--- config.mk ---
export PLATFORM = sky130hd
export DESIGN_NAME = rx_emb_ingress_flat
export DESIGN_NICKNAME = d
export VERILOG_FILES = /design/src/rtl/rx_emb_ingress_if.sv /design/src/rtl/rx_emb_ingress.sv /design/src/flat_wrapper.sv
export SDC_FILE = /design/constraint.sdc
export NUM_CORES = 2
export LEC_CHECK = 0
export CAP_MARGIN = 20
export CORE_ASPECT_RATIO = 2
export CORE_MARGIN = 2
export CORE_UTILIZATION = 52
export CTS_CLUSTER_SIZE = 30
export DETAILED_ROUTE_END_ITERATION = 8
export GPL_TIMING_DRIVEN = 1
export PLACE_DENSITY_LB_ADDON = 0.15
export RECOVER_POWER = 100
export SLEW_MARGIN = 5
export SYNTH_ARGS = -nofsm -noshare
export SYNTH_HDL_FRONTEND = slang
export SYNTH_SLANG_ARGS = --single-unit
--- constraint.sdc ---
create_clock -name rx_clk -period 50.5 [get_ports rx_clk]
set_input_delay 7.575 -clock rx_clk [delete_from_list [all_inputs] [get_ports rx_clk]]
set_output_delay 7.575 -clock rx_clk [all_outputs]
set_load 0.02 [all_outputs]
--- src/rtl/rx_emb_ingress_if.sv ---
// rx_emb_ingress_if
//   Bundles the rx XGMII word stream, the parser side-band, the TSU config and
//   the reconstructed output stream of the ingress-time embedding stage.
//   slave  : the embedding block (samples *_i, drives *_o)
//   master : the surrounding environment (drives *_i, samples *_o)
interface rx_emb_ingress_if #(
  parameter int CNT_W = 11
) ();
  logic             rx_clk_en_i;
  logic [63:0]      rxd_i;
  logic [7:0]       rxc_i;
  logic [31:0]      tsu_cfg_i;
  logic [79:0]      sfd_timestamp_i;
  logic             ptp_info_vld_i;
  logic             is_ptp_message_i;
  logic [3:0]       ptp_messageType_i;
  logic [CNT_W-1:0] ptp_addr_base_i;
  logic             ipv4_flag_i;
  logic [CNT_W-1:0] ipv4_addr_base_i;
  logic [63:0]      rxd_o;
  logic [7:0]       rxc_o;
  logic             rpl_crc_o;
  logic [31:0]      ingress_time_o;

  modport slave (
    input  rx_clk_en_i, rxd_i, rxc_i, tsu_cfg_i, sfd_timestamp_i,
           ptp_info_vld_i, is_ptp_message_i, ptp_messageType_i,
           ptp_addr_base_i, ipv4_flag_i, ipv4_addr_base_i,
    output rxd_o, rxc_o, rpl_crc_o, ingress_time_o
  );

  modport master (
    output rx_clk_en_i, rxd_i, rxc_i, tsu_cfg_i, sfd_timestamp_i,
           ptp_info_vld_i, is_ptp_message_i, ptp_messageType_i,
           ptp_addr_base_i, ipv4_flag_i, ipv4_addr_base_i,
    input  rxd_o, rxc_o, rpl_crc_o, ingress_time_o
  );
endinterface

--- src/rtl/rx_emb_ingress.sv ---
// rx_emb_ingress
//   Rx-path PTP frame reconstruction. Delays the XGMII word stream by DLY
//   words, then at the insertion stage writes the 32-bit ingress nanoseconds
//   into the PTP header reserved field (ptp_base+16..19) of event messages,
//   zeroes the UDP checksum (ipv4_base+26..27) of IPv4 frames it changes, and
//   raises rpl_crc_o on every word of a modified frame. Latency is DLY+1
//   enabled cycles.
// Ports
//   rx_clk, rx_rst : clock, asynchronous active-high reset
//   bus (slave)    : rx words in/out, clock enable, config, SFD timestamp,
//                    parser side-band, rpl_crc_o, ingress_time_o
module rx_emb_ingress #(
  parameter int DLY   = 8,
  parameter int CNT_W = 11
) (
  input logic             rx_clk,
  input logic             rx_rst,
  rx_emb_ingress_if.slave bus
);
  localparam logic [63:0]      IDLE_D   = 64'h0707070707070707;
  localparam logic [7:0]       IDLE_C   = 8'hFF;
  localparam logic [CNT_W-1:0] CNT_MAX  = '1;
  localparam int               AGE_W    = $clog2(DLY + 2);
  localparam logic [AGE_W-1:0] AGE_NONE = AGE_W'(DLY + 1);

  typedef enum logic {IDLE, FRAME} state_t;
  typedef logic [CNT_W:0] addr_t;
  typedef struct packed {
    logic             vld;
    logic             ptp;
    logic [3:0]       mtype;
    logic [CNT_W-1:0] pb;
    logic             ip;
    logic [CNT_W-1:0] ib;
  } info_t;

  logic             en;
  logic             start_in;
  info_t            live_info;
  logic [63:0]      dly_d    [DLY];
  logic [7:0]       dly_c    [DLY];
  logic [31:0]      dly_ts   [DLY];
  info_t            dly_info [DLY];
  logic [AGE_W-1:0] age_q;

  logic [63:0]      stg_d;
  logic [7:0]       stg_c;
  logic             stg_start;
  logic             stg_term;
  info_t            snap;

  state_t           state_q, state_nxt;
  logic [CNT_W-1:0] cnt_q, cnt_nxt, cur_cnt;
  info_t            ctx_q, ctx_nxt;
  logic             ctx_en_q, ctx_en_nxt;
  logic [63:0]      out_d_q, d_nxt;
  logic [7:0]       out_c_q;
  logic             rpl_q;
  logic [31:0]      time_q, time_nxt;
  logic             act, mod;
  addr_t            addr, sum;
  logic             unused_bits;

  assign en        = bus.rx_clk_en_i;
  assign start_in  = bus.rxc_i[0] & (bus.rxd_i[7:0] == 8'hFB);
  assign live_info = {1'b1, bus.is_ptp_message_i, bus.ptp_messageType_i,
                      bus.ptp_addr_base_i, bus.ipv4_flag_i, bus.ipv4_addr_base_i};
  assign unused_bits = ^{bus.tsu_cfg_i[31:6], bus.tsu_cfg_i[4:0], bus.sfd_timestamp_i[79:32]};

  // Delay line. Timestamp and parser info travel alongside the data so each
  // frame keeps its own context even when the next start word enters before
  // this one reaches the insertion stage. age_q counts enabled cycles since
  // the last input start word; a parser pulse is written into the stage the
  // start word is moving into, so later pulses simply overwrite it.
  always_ff @(posedge rx_clk or posedge rx_rst) begin
    if (rx_rst) begin
      for (int k = 0; k < DLY; k++) begin
        dly_d[k]    <= IDLE_D;
        dly_c[k]    <= IDLE_C;
        dly_ts[k]   <= '0;
        dly_info[k] <= '0;
      end
      age_q <= AGE_NONE;
    end else if (en) begin
      dly_d[0]    <= bus.rxd_i;
      dly_c[0]    <= bus.rxc_i;
      dly_ts[0]   <= start_in ? bus.sfd_timestamp_i[31:0] : 32'h0;
      dly_info[0] <= (start_in && bus.ptp_info_vld_i) ? live_info : '0;
      for (int k = 1; k < DLY; k++) begin
        dly_d[k]    <= dly_d[k-1];
        dly_c[k]    <= dly_c[k-1];
        dly_ts[k]   <= dly_ts[k-1];
        dly_info[k] <= (bus.ptp_info_vld_i && !start_in && age_q == AGE_W'(k))
                       ? live_info : dly_info[k-1];
      end
      if (start_in) age_q <= AGE_W'(1);
      else if (age_q != AGE_NONE) age_q <= age_q + AGE_W'(1);
    end
  end

  assign stg_d     = dly_d[DLY-1];
  assign stg_c     = dly_c[DLY-1];
  assign stg_start = stg_c[0] & (stg_d[7:0] == 8'hFB);

  // A pulse exactly DLY cycles after the start word arrives while that word
  // is already at the insertion stage, so it bypasses the delay line.
  assign snap = (bus.ptp_info_vld_i && !start_in && age_q == AGE_W'(DLY))
                ? live_info : dly_info[DLY-1];

  always_comb begin
    stg_term = 1'b0;
    for (int i = 0; i < 8; i++)
      if (stg_c[i] && stg_d[8*i +: 8] == 8'hFD) stg_term = 1'b1;
  end

  // Insertion-stage FSM and byte editing. A start word always opens a fresh
  // context, which also aborts any frame still in progress. The counter
  // saturates, and a saturated counter disables all address matches.
  always_comb begin
    state_nxt  = state_q;
    cnt_nxt    = cnt_q;
    ctx_nxt    = ctx_q;
    ctx_en_nxt = ctx_en_q;
    time_nxt   = time_q;
    cur_cnt    = cnt_q;
    d_nxt      = stg_d;
    act        = 1'b0;
    mod        = 1'b0;
    addr       = '0;
    sum        = '0;
    if (stg_start) begin
      act        = 1'b1;
      cur_cnt    = '0;
      ctx_nxt    = snap;
      ctx_en_nxt = bus.tsu_cfg_i[5];
      time_nxt   = dly_ts[DLY-1];
      state_nxt  = FRAME;
    end else if (state_q == FRAME) begin
      act = 1'b1;
    end
    mod = act & ctx_nxt.vld & ctx_nxt.ptp & ctx_en_nxt & (ctx_nxt.mtype < 4'd4);
    if (mod && cur_cnt != CNT_MAX) begin
      for (int i = 0; i < 8; i++) begin
        if (!stg_c[i]) begin
          addr = {1'b0, cur_cnt} + addr_t'(i);
          for (int k = 0; k < 4; k++)
            if (addr == {1'b0, ctx_nxt.pb} + addr_t'(16 + k))
              d_nxt[8*i +: 8] = time_nxt[8*(3-k) +: 8];
          if (ctx_nxt.ip && (addr == {1'b0, ctx_nxt.ib} + addr_t'(26) ||
                             addr == {1'b0, ctx_nxt.ib} + addr_t'(27)))
            d_nxt[8*i +: 8] = 8'h00;
        end
      end
    end
    if (act) begin
      sum     = {1'b0, cur_cnt} + addr_t'(8);
      cnt_nxt = sum[CNT_W] ? CNT_MAX : sum[CNT_W-1:0];
      if (stg_term) state_nxt = IDLE;
    end
  end

  // State, context and output registers; reset drops the output to idle
  // immediately and discards any partial frame.
  always_ff @(posedge rx_clk or posedge rx_rst) begin
    if (rx_rst) begin
      state_q  <= IDLE;
      cnt_q    <= '0;
      ctx_q    <= '0;
      ctx_en_q <= 1'b0;
      out_d_q  <= IDLE_D;
      out_c_q  <= IDLE_C;
      rpl_q    <= 1'b0;
      time_q   <= '0;
    end else if (en) begin
      state_q  <= state_nxt;
      cnt_q    <= cnt_nxt;
      ctx_q    <= ctx_nxt;
      ctx_en_q <= ctx_en_nxt;
      out_d_q  <= d_nxt;
      out_c_q  <= stg_c;
      rpl_q    <= mod;
      time_q   <= time_nxt;
    end
  end

  assign bus.rxd_o          = out_d_q;
  assign bus.rxc_o          = out_c_q;
  assign bus.rpl_crc_o      = rpl_q;
  assign bus.ingress_time_o = time_q;
endmodule
--- src/flat_wrapper.sv ---
// flat-port wrapper written by rule: the top's interface ports become plain ports
module rx_emb_ingress_flat 
#(
  parameter int DLY   = 8,
  parameter int CNT_W = 11
)
  (rx_clk, rx_rst, bus_rx_clk_en_i, bus_rxd_i, bus_rxc_i, bus_tsu_cfg_i, bus_sfd_timestamp_i, bus_ptp_info_vld_i, bus_is_ptp_message_i, bus_ptp_messageType_i, bus_ptp_addr_base_i, bus_ipv4_flag_i, bus_ipv4_addr_base_i, bus_rxd_o, bus_rxc_o, bus_rpl_crc_o, bus_ingress_time_o);
  rx_emb_ingress_if #(.CNT_W(CNT_W)) bus_i ();
  input logic rx_clk;
  input logic rx_rst;
  input wire logic [$bits(bus_i.rx_clk_en_i)-1:0] bus_rx_clk_en_i;
  input wire logic [$bits(bus_i.rxd_i)-1:0] bus_rxd_i;
  input wire logic [$bits(bus_i.rxc_i)-1:0] bus_rxc_i;
  input wire logic [$bits(bus_i.tsu_cfg_i)-1:0] bus_tsu_cfg_i;
  input wire logic [$bits(bus_i.sfd_timestamp_i)-1:0] bus_sfd_timestamp_i;
  input wire logic [$bits(bus_i.ptp_info_vld_i)-1:0] bus_ptp_info_vld_i;
  input wire logic [$bits(bus_i.is_ptp_message_i)-1:0] bus_is_ptp_message_i;
  input wire logic [$bits(bus_i.ptp_messageType_i)-1:0] bus_ptp_messageType_i;
  input wire logic [$bits(bus_i.ptp_addr_base_i)-1:0] bus_ptp_addr_base_i;
  input wire logic [$bits(bus_i.ipv4_flag_i)-1:0] bus_ipv4_flag_i;
  input wire logic [$bits(bus_i.ipv4_addr_base_i)-1:0] bus_ipv4_addr_base_i;
  output wire logic [$bits(bus_i.rxd_o)-1:0] bus_rxd_o;
  output wire logic [$bits(bus_i.rxc_o)-1:0] bus_rxc_o;
  output wire logic [$bits(bus_i.rpl_crc_o)-1:0] bus_rpl_crc_o;
  output wire logic [$bits(bus_i.ingress_time_o)-1:0] bus_ingress_time_o;
  assign bus_i.rx_clk_en_i = bus_rx_clk_en_i;
  assign bus_i.rxd_i = bus_rxd_i;
  assign bus_i.rxc_i = bus_rxc_i;
  assign bus_i.tsu_cfg_i = bus_tsu_cfg_i;
  assign bus_i.sfd_timestamp_i = bus_sfd_timestamp_i;
  assign bus_i.ptp_info_vld_i = bus_ptp_info_vld_i;
  assign bus_i.is_ptp_message_i = bus_is_ptp_message_i;
  assign bus_i.ptp_messageType_i = bus_ptp_messageType_i;
  assign bus_i.ptp_addr_base_i = bus_ptp_addr_base_i;
  assign bus_i.ipv4_flag_i = bus_ipv4_flag_i;
  assign bus_i.ipv4_addr_base_i = bus_ipv4_addr_base_i;
  assign bus_rxd_o = bus_i.rxd_o;
  assign bus_rxc_o = bus_i.rxc_o;
  assign bus_rpl_crc_o = bus_i.rpl_crc_o;
  assign bus_ingress_time_o = bus_i.ingress_time_o;
  rx_emb_ingress #(.DLY(DLY), .CNT_W(CNT_W)) u_core (.rx_clk(rx_clk), .rx_rst(rx_rst), .bus(bus_i));
endmodule
# Word-level counts from Yosys, hierarchy flattened
# Cells that the tools add are included.
[totals]
ff_bits = 1215
input_bits = 216
elab_cells = 294
[classes]
add_sub_neg = 15
magnitude_cmp = 1
eq_ne = 68
n_mux = 79
n_bitwise = 6
reduce_logical = 39
[op_table]
columns = ["operator", "n"]
rows = [
  ["$eq A12 B12 Y1", 42],
  ["$mux W8", 48],
  ["$mux W29", 10],
  ["$eq A8 B8 Y1 const B", 10],
  ["$add A11 B5 Y12 const B", 6],
  ["$eq A11 B12 Y1", 6],
  ["$mux W32", 2],
  ["$mux W64", 1],
  ["$add A11 B3 Y12 const B", 4],
  ["$logic_and A1 B1 Y1", 27],
  ["$add A11 B2 Y12 const B", 2],
  ["$mux W11", 2],
  ["$eq A4 B3 Y1 const B", 4],
  ["$mux W1", 14],
  ["$add A11 B1 Y12 const B", 1],
  ["$add A11 B4 Y12 const B", 1],
  ["$ne A11 B11 Y1 const B", 1],
  ["$eq A4 B2 Y1 const B", 2],
  ["$logic_or A1 B1 Y1", 8],
  ["$mux W4", 2],
  ["$and A1 B1 Y1", 6],
  ["$add A4 B1 Y4 const B", 1],
  ["$eq A4 B1 Y1 const B", 1],
  ["$eq A4 B4 Y1 const B", 1],
  ["other kinds (5)", 6],
]

# Longest topological paths before layout
[logic_depth]
word_depth = 16
ltp_mapped = 30
ltp_nobuf = 19

# Least setup slack after synthesis
# No wires, ideal clock.
[synth_timing]
path_type = "input to register"
from = "input bus_ptp_info_vld_i"
to = "register u_core.out_d_q[54], in the netlist u_core.bus.rxd_o[54]"
setup_time_ns = 0.126
t_arrival_ns = 12.223
required_ns = 50.374
slack_ns = 38.151
stages = 23
path_cell_list = "buf_2 > and4b_1 > o31ai_4 > buf_6 > buf_6 > buf_6 > buf_6 > mux2i_1 > o21ai_1 > ha_1 > clkbuf_1 > nor3_1 > nand2_1 > nor2_1 > a21o_1 > or2_2 > buf_2 > xnor2_1 > xor2_1 > or4_1 > o21ai_1 > nor2_1 > a221o_1"
[synth_between]
elab_chain_len = 13
elab_cells_between_ends = 31
classes_between = "add/sub (6); order compare (1); eq/ne (6); mux (9); bitwise (4); reduce/logical (5)"
[synth_rtl]
columns = ["item", "line", "source"]
rows = [
  ["start: declaration", "flat_wrapper.sv:16", "input wire logic [$bits(bus_i.ptp_info_vld_i)-1:0] bus_ptp_info_vld_i;"],
  ["$logic_and A1 B1 Y1 (*) (2 in a row)", "rx_emb_ingress.sv:107", "assign snap = (bus.ptp_info_vld_i && !start_in && age_q == AGE_W'(DLY))"],
  ["$mux W29 (*)", "rx_emb_ingress.sv:108", "? live_info : dly_info[DLY-1];"],
  ["$mux W29 (*)", "rx_emb_ingress.sv:131", "if (stg_start) begin"],
  ["$add A11 B5 Y12", "rx_emb_ingress.sv:147", "if (addr == {1'b0, ctx_nxt.pb} + addr_t'(16 + k))"],
  ["$eq A12 B12 Y1", "rx_emb_ingress.sv:147", ""],
  ["$mux W8 (4 in a row)", "rx_emb_ingress.sv:147", ""],
  ["$mux W8", "rx_emb_ingress.sv:149", "if (ctx_nxt.ip && (addr == {1'b0, ctx_nxt.ib} + addr_t'(26) ||"],
  ["$mux W8", "rx_emb_ingress.sv:144", "if (!stg_c[i]) begin"],
  ["$mux W64 (*)", "rx_emb_ingress.sv:142", "if (mod && cur_cnt != CNT_MAX) begin"],
  ["end signal: assignment", "rx_emb_ingress.sv:179", "out_d_q <= d_nxt;"],
  ["end: declaration", "rx_emb_ingress.sv:56", "logic [63:0] out_d_q, d_nxt;"],
]
# Mark *: on every way between the ends. The rest lies on a longest branch, timed or not.
# A chain may end at the register's enable or synchronous reset.

==> results.yml <==
routing:
  ant_nets: 0
  viasPerCell: 6.52
  vias: 50653
  avgRoutedWirePerCell_um: 35.6
  drtIter0Drc: 5182
  drtPass1Iterations: 9
  route.detailed.drc: 0
  routed_wl_um: 277000
critical_path:
  cp_max_fo: 182
  critPathMostFrequentCell: "clkbuf_1"
  cp.required_ns: 50.43
  cp_num_buf_inv: 7
  critPathCaptureType: "async pin"
  cp_top_family: "buffers and inverters"
  start_kind: "primary input"
  arrival_ns: 28.18
  critPathKind: "in -> async"
  critPathSlowestCell: "clkbuf_1"
  crit_chain: "dlygate4sd3_1, clkinvlp_2, clkbuf_1, clkbuf_1, clkbuf_1, clkbuf_1, clkbuf_1"
  cpPeakStageDelay_ns: 6.63
logic_synthesis:
  synth_edf_count: 0
  synth_top_cell_by_area: "dfrtp_1"
  ys_seq_area_share_pct: 46.7
  yosys.cell_count.top_type: "dfrtp_1"
  ys_types: 129
  synthDominantCellAreaShare_pct: 35.0
  ys_top_cells_by_area: "dfrtp_1 (35%), mux2_2 (15%), dfstp_2 (12%)"
  yosys_warnings: 0
  syn_nets: 6061
  synth_area_mm2: 0.0649
  async_flop_share_pct: 100
  synthesis.instances: 5824
  synth_commonest_cells: "dfrtp_1 (907), mux2_2 (860), nor2_1 (463)"
  synth-seq-cells: 1197
  avgSynthCellArea_um2: 11.1
  ys.flop_type: "dfrtp_1"
global_routing:
  grt_pass1_wl_um: 391000
  grt_usage_pct: 44.7
  grt_start_max_net_pins: 183
  first_global_vias: 49807
  grt_overflow: 0
  antenna_found_initial: 40
floorplanning:
  rows: 183
  io-pin-count: 321
  dieArea_mm2: 0.128
  die_h_um: 504
  initial_core_util_pct: 52.3
  dieWidth_um: 254
  core_mm2: 0.124
clocking:
  root_buffer: "clkbuf_16"
  postCtsSetupBuffers: 0
  h-tree-depth: 3
  path_clk_slew_ns: 0.07
  cts_inserted_buffers: 99
  cts_tree: "yes"
  clock_latency_ns: 0.81
  cts_hold_buf: 0
  cts_sinks: 1197
  cts_buffer_depth: 3
  cts_resized: 0
timing:
  fin_crit_sh_pct: 55.9
  relSlewSlack_pct: -520
  hold_viol: 0
  min_period_ns: 28.25
  fmax_mhz: 35.4
  setup_violations: 0
  finClkSkew_ns: 0.0715
  tns_ns: 0
  grt_setup_unrepaired: "false"
  worst_slew_pin_slew_ns: 9.30
  slew_violations: 2838
layout:
  nets: 6211
  postLayoutCoreUtil_pct: 58.9
  syn_to_final_growth_pct: 12.6
  stdcell_count: 7770
  drive_above_1_share_pct: 27.1
place:
  place_congestion: 1.16
  dp_cells: 7494
  dp.final_hpwl_um: 198000
  numPortBuffers: 239
power_and_ir_drop:
  powerDensity_mw_per_mm2: 47.0
  totalPowerFinal_mw: 3.43
  p_leak_nw: 30.9
  peakVddDrop_mv: 0.0353
status:
  status: "complete, but fails checks"
  violations: "capacitance limit, slew limit"
hold_path:
  hold_path.class: "reg -> reg"
flow_run:
  max_cap_viol_count: 47
-- kinds of logic (layout without fill, tap and decap cells) --
group           after synthesis  count (layout)  synth area share [%]
other cells                   0              44                     0
simple gates               1378            1378                  10.4
compound gates             1094            1094                  11.5
mux                        1193            1193                  20.1
xor+xnor                    484             484                  7.78
buf+inv                     457             694                  3.03
fa+ha+maj                    21              21                 0.405
flops                      1197            1197                  46.7
-- cell type report --
type | count | area (µm²)
diodes | 44 | 110
clock buffers | 143 | 2850
clock inverters | 45 | 573
fillers | 10252 | 51000
inverters | 52 | 198
multi-input cells | 4170 | 32900
flip-flops and latches | 1197 | 30300
well taps | 1665 | 2080
repair buffers | 454 | 4040
-- layer usage --
metal	routed length, µm	part of all wire [%]	up-vias	global-route usage, %
met1	86400	31	25248	42.4
met4	36500	13	12	47.9
met5	201	0.073	-	0.695
li1	-	-	21380	-
met3	26000	9.4	1225	20.6
met2	128000	46	2788	68.1
-- cells in the final DEF, fill, tap and decap left out, types with 107 or more instances in the layout --
cell	count
dfrtp_1	907
mux2_2	856
nor2_1	458
nand2_1	355
mux2i_1	313
a21oi_1	304
dfstp_2	290
xnor2_1	289
o21ai_0	161
buf_4	137
clkdlybuf4s50_1	131
xor2_1	121
dlygate4sd3_1	107
-- report_power, final --
part	total (mW)	switching, mW	internal (mW)
registers	1.38	0.186	1.19
clock network	0.814	0.386	0.427
logic	1.24	0.763	0.480
total	3.43	1.34	2.10
-- per-stage QoR --
stage | setup WS, ns | hold WS [ns] | area, µm²
floorplan | 9.68 | 0.439 | 64900
global placement | 34.94 | 0.457 | 69100
detailed placement | 34.98 | 0.467 | 69100
CTS | 35.71 | 0.471 | 72600
global route | 17.76 | 0.498 | 73000
finish | 22.25 | 0.479 | 73100
-- state kept, by name, summed over array words and instances, names as in the netlist, 4 cells and up --
name                       cells
u_core.bus.rxd_o              64
u_core.age_q                   4
u_core.dly_info              216
u_core.bus.rxc_o               8
u_core.dly_ts                256
u_core.ctx_q                  27
u_core.cnt_q                  11
u_core.stg_c                   8
u_core.dly_d                 448
u_core.stg_d                  64
u_core.bus.ingress_time_o     32
u_core.dly_c                  56
-- final timing paths --
check                                  start                   to  slack [ns]  cells after the start
setup / recovery                      rx_rst     u_core.dly_d[85]       22.25                      7
hold / removal             u_core.dly_d[139]     u_core.dly_d[75]        0.48                      1
setup reg to reg             u_core.stg_c[0]  u_core.bus.rxd_o[8]       39.64                     15
hold reg to reg            u_core.dly_d[139]     u_core.dly_d[75]        0.48                      1
max in group rx_clk          bus_rx_clk_en_i   u_core.dly_ts[143]       26.72                      6
min in group asynchronous             rx_rst    u_core.dly_ts[86]        8.42                      2
(Power assumes the default switching activity.)
